$ cat config.mk
export PLATFORM = sky130hd
export DESIGN_NAME = multisim_pull_downsizer
export DESIGN_NICKNAME = d
export VERILOG_FILES = /design/src/rtl/multisim_pull_downsizer.sv
export SDC_FILE = /design/constraint.sdc
export NUM_CORES = 1
export LEC_CHECK = 0
export CORE_MARGIN = 2
export CORE_UTILIZATION = 50
export DETAILED_ROUTE_END_ITERATION = 16
export PLACE_DENSITY = 0.73
export SLEW_MARGIN = 15
export SYNTH_ARGS = -nofsm -noshare
export SYNTH_HDL_FRONTEND = slang
export SYNTH_SLANG_ARGS = --single-unit
$ cat constraint.sdc
create_clock -name clk -period 4.58 [get_ports clk]
set_input_delay 0.916 -clock clk [delete_from_list [all_inputs] [get_ports clk]]
set_output_delay 0.916 -clock clk [all_outputs]
set_load 0.05 [all_outputs]
$ cat src/rtl/multisim_pull_downsizer.sv
// Width downsizer between the multisim pull client and the DUT.
// Wide words are queued in a 2-entry FIFO and replayed as RATIO narrow beats,
// least-significant slice first, with out_last flagging the final slice.
// in_rdy depends only on flops and rst, so the client can sample it race-free.
module multisim_pull_downsizer #(
  parameter int unsigned IN_WIDTH  = 64,
  parameter int unsigned OUT_WIDTH = 16
) (
  input  logic                 clk,
  input  logic                 rst,
  input  logic                 in_vld,
  input  logic [IN_WIDTH-1:0]  in_data,
  output logic                 in_rdy,
  output logic                 out_vld,
  output logic [OUT_WIDTH-1:0] out_data,
  output logic                 out_last,
  input  logic                 out_rdy,
  output logic [31:0]          word_count
);

  localparam int unsigned RATIO = IN_WIDTH / OUT_WIDTH;
  localparam int unsigned BeatW = (RATIO > 1) ? $clog2(RATIO) : 1;
  localparam logic [BeatW-1:0] LastBeat = BeatW'(RATIO - 1);

  if (OUT_WIDTH > IN_WIDTH || (IN_WIDTH % OUT_WIDTH) != 0) begin : g_bad_params
    $error("multisim_pull_downsizer: IN_WIDTH must be a multiple of OUT_WIDTH");
  end

  logic [IN_WIDTH-1:0] mem_q [2];
  logic                wr_ptr_q, wr_ptr_d;
  logic                rd_ptr_q, rd_ptr_d;
  logic [1:0]          count_q, count_d;
  logic [BeatW-1:0]    beat_q, beat_d;
  logic [31:0]         word_count_q, word_count_d;
  logic [IN_WIDTH-1:0] head;
  logic                push, beat_fire, pop;

  // rst gates in_rdy directly so the client holds its word during reset.
  assign in_rdy     = ~rst & (count_q != 2'd2);
  assign out_vld    = (count_q != 2'd0);
  assign out_last   = (beat_q == LastBeat);
  assign head       = mem_q[rd_ptr_q];
  assign push       = in_vld & in_rdy;
  assign beat_fire  = out_vld & out_rdy;
  assign pop        = beat_fire & out_last;
  assign word_count = word_count_q;

  // Select the current slice of the head word.
  always_comb begin
    out_data = head[OUT_WIDTH-1:0];
    for (int unsigned i = 0; i < RATIO; i++) begin
      if (beat_q == BeatW'(i)) begin
        out_data = head[i*OUT_WIDTH +: OUT_WIDTH];
      end
    end
  end

  // Next-state for pointers, occupancy, beat counter and word counter.
  always_comb begin
    wr_ptr_d     = wr_ptr_q;
    rd_ptr_d     = rd_ptr_q;
    count_d      = count_q;
    beat_d       = beat_q;
    word_count_d = word_count_q;
    if (push) begin
      wr_ptr_d = ~wr_ptr_q;
    end
    if (beat_fire) begin
      if (out_last) begin
        beat_d       = '0;
        rd_ptr_d     = ~rd_ptr_q;
        word_count_d = word_count_q + 32'd1;
      end else begin
        beat_d = beat_q + BeatW'(1);
      end
    end
    case ({push, pop})
      2'b10:   count_d = count_q + 2'd1;
      2'b01:   count_d = count_q - 2'd1;
      default: count_d = count_q;
    endcase
  end

  // Control state; reset discards any partial or queued word.
  always_ff @(posedge clk or posedge rst) begin
    if (rst) begin
      wr_ptr_q     <= 1'b0;
      rd_ptr_q     <= 1'b0;
      count_q      <= 2'd0;
      beat_q       <= '0;
      word_count_q <= 32'd0;
    end else begin
      wr_ptr_q     <= wr_ptr_d;
      rd_ptr_q     <= rd_ptr_d;
      count_q      <= count_d;
      beat_q       <= beat_d;
      word_count_q <= word_count_d;
    end
  end

  // Data storage needs no reset; contents are only visible while count != 0.
  always_ff @(posedge clk) begin
    if (push) begin
      mem_q[wr_ptr_q] <= in_data;
    end
  end

endmodule

==> impl_metrics.csv <==
group,metric,value,unit
pwr,p_leak,0.00309,µW
cells_and_area,diodes,0,
run,drv_cap,0,
drt,firstDrtPassIters,4,
cells_and_area,areaGrowthSynthToFinish,30.4,%
synth,synth_top_area_share,57.7,%
critical_path,start_kind,"register",
synth,synthArstFlopShare,22.9,%
grt,grt_max_degree,65,
cells_and_area,fillerInstances,948,
grt,grt_pass1_vias,4043,
pwr,peakVddDrop,0.315,mV
synth,synth_commonest_cells,"edfxtp_1, nand2_1, dfrtp_1",
synth,synthTopCellsByArea,"edfxtp_1, dfrtp_1, mux4_2",
clock_network,hold_buffers,0,
synth,yosys_warnings,0,
cells_and_area,drive_gt1_share,10.7,%
grt,overflow,0,
critical_path,timing.critical_path.buf_inv,3,
timing,post-route-min-period,4230,ps
synth,ys.flop_type,"edfxtp_1",
grt,antenna_found_initial,0,
timing,fmax,236,MHz
floorplan,num_rows,42,
timing,final_max_slew_viol_count,0,
min_path,hp-class,"register to register",
floorplan,fp.dieW,119,µm
place,pre_cts_ws,738,ps
timing,finClkSkew,8.99,ps
drt,vias,3876,
synth,synth.avg_cell_area,16.0,µm²
drt,avgRoutedWirePerCell,17.6,µm
synth,synth_edf_count,128,
critical_path,cp_slowest_cell,"clkdlybuf4s50_1",
clock_network,cts_made_buffers,17,
critical_path,endpoint_kind,"output port",
clock_network,cts_sinks,166,
floorplan,coreArea,13100,µm²
timing,setup_viol,0,
timing,max_slew.worst_pin.slew,1090,ps
drt,via_per_inst,5.27,
critical_path,cp.required,3660,ps
synth,postSynthCellCount,417,
critical_path,cpPeakStageDelay,710,ps
synth,syn-num-nets,490,
critical_path,worstSetupPathType,"register to output port",
drt,first_iter_violations,278,
critical_path,worstPathMaxFanout,21,
outcome,status,"finished clean",
grt,grt_util_all_layers,19.0,%
cells_and_area,finalNetCount,620,
timing,fin_crit_sh,92.4,%
critical_path,crit_chain,"inv_1 > ha_2 > buf_4 > mux2i_1 > o21ai_0 > mux4_2 > clkdlybuf4s50_1",
synth,synthDistinctLibCells,32,
timing,max-slew-margin-rel,26.8,%
place,dpl_cell_area,8100,µm²
synth,post-synth-top-count-cell,"edfxtp_1",
timing,setup_slack,348,ps
clock_network,cts-root-buf,"clkbuf_16",
clock_network,cts_resized,0,
clock_network,htreeDepth,4,
drt,route.detailed.drc,0,
place,port_buffers,118,
critical_path,critPathTopFamily,"buffers and inverters",
grt,grt_pass1_wl,20.3,mm
pwr,power.density,599,nW/µm²
clock_network,clk_pin_slew,60,ps
synth,yosys.area.top_type,"edfxtp_1",
timing,finalHoldViolCount,0,
place,gp_congestion,0.822,
synth,syn_area,6670,µm²
floorplan,floorplan.initialDensity,50.7,%
drt,routed_wl,13.0,mm
clock_network,clk_path_buf_depth,2,
timing,tns,0,ps
floorplan,fp.dieH,119,µm
critical_path,cp.arrival,3320,ps
clock_network,cts_tree,"done",
cells_and_area,final_cell_area,8700,µm²
drt,antenna_left,0,
synth,synth-seq-area-share,71.9,%
clock_network,clkLatencyLatePin,420,ps
clock_network,post-cts-setup-buffers,0,
synth,synth_seq_cells,166,
floorplan,ios,119,
timing,rsz0062_at_grt,"false",
floorplan,die_area,14300,µm²
place,dp_hpwl,8.50,mm
## worst paths after layout
kind,depth (start not counted),from,to,slack (ps)
worst max-delay path,7,beat_q[1]$_DFFE_PP0P_,out_data[10],350
worst min-delay path,1,word_count[31]$_DFFE_PP0P_,word_count[31]$_DFFE_PP0P_,480
worst max register to register,4,count_q[0]$_DFFE_PP0P_,mem_q[1][28]$_DFFE_PP_,2430
worst min register to register,1,word_count[31]$_DFFE_PP0P_,word_count[31]$_DFFE_PP0P_,480
max in group asynchronous,3,rst,word_count[26]$_DFFE_PP0P_,2790
min in group asynchronous,2,rst,wr_ptr_q$_DFFE_PP0P_,1040
## sequential cells by signal (all words and copies together) (netlist names)
signal	flops
beat_q	2
mem_q	128
rd_ptr_q	1
word_count	32
count_q	2
wr_ptr_q	1
## cell usage in the layout (no fill, tap or decap), types with 3 or more instances in the layout
cell,count
buf_4,7
bufinv_16,4
clkbuf_1,9
clkbuf_16,17
clkdlybuf4s50_1,118
dfrtp_1,38
edfxtp_1,128
ha_1,3
inv_1,8
mux2i_1,32
mux4_2,16
nand2_1,46
nand3_1,20
nand4_1,8
nor2_1,6
nor3_1,4
nor4_1,4
o21ai_0,33
xnor2_1,29
xor2_1,7
## layer usage
layer  GRT usage [%]  vias to the layer above  routed length, µm
met2            30.7                      106               6360
met5               0                        -                  0
li1                -                     1828                  -
met1            24.0                     1926               5680
met4            7.57                        0                174
met3            5.94                       16                763
## worst reg2reg max path: stages (launching register included)
cell and delay (ps):
dfrtp_1 480, inv_1 70, a21oi_1 200, and3_2 760
buf_12 330
## kinds of logic (layout without fill, tap and decap cells)
group / Yosys count / in the layout / share of synthesized area (%)
flip-flops: 166 / 166 / 71.9
AND/OR/NAND/NOR: 100 / 100 / 7.56
multiplexers: 48 / 48 / 10.2
AO/OA/AOI/OAI: 37 / 37 / 2.98
XOR/XNOR: 36 / 36 / 4.73
buffers and inverters: 25 / 168 / 1.65
adder cells (fa/ha/maj): 5 / 5 / 0.938
## power breakdown
group / internal (µW) / switching, µW
registers: 1830 / 83.7
clock network: 927 / 528
logic: 733 / 1110
## through the flow
step,instances,utilization (%),power [µW],hold WS [ps]
after floorplan,417,-,3260,479
after global placement,704,61.6,3770,466
after detailed placement,704,61.6,3810,462
after CTS,736,66.2,5260,480
after global routing,736,66.2,5430,494
final,736,66.2,5210,477
## final cells by class
cell class	count	area [µm²]	area share (%)
Tap cell	176	220	2.53
Clock buffer	27	473	5.44
Clock inverter	5	125	1.44
Timing Repair Buffer	127	1270	14.6
Multi-Input combinational cell	226	1780	20.4
Inverter	9	33.8	0.388
Sequential cell	166	4790	55.1
(Power assumes the default switching activity.)
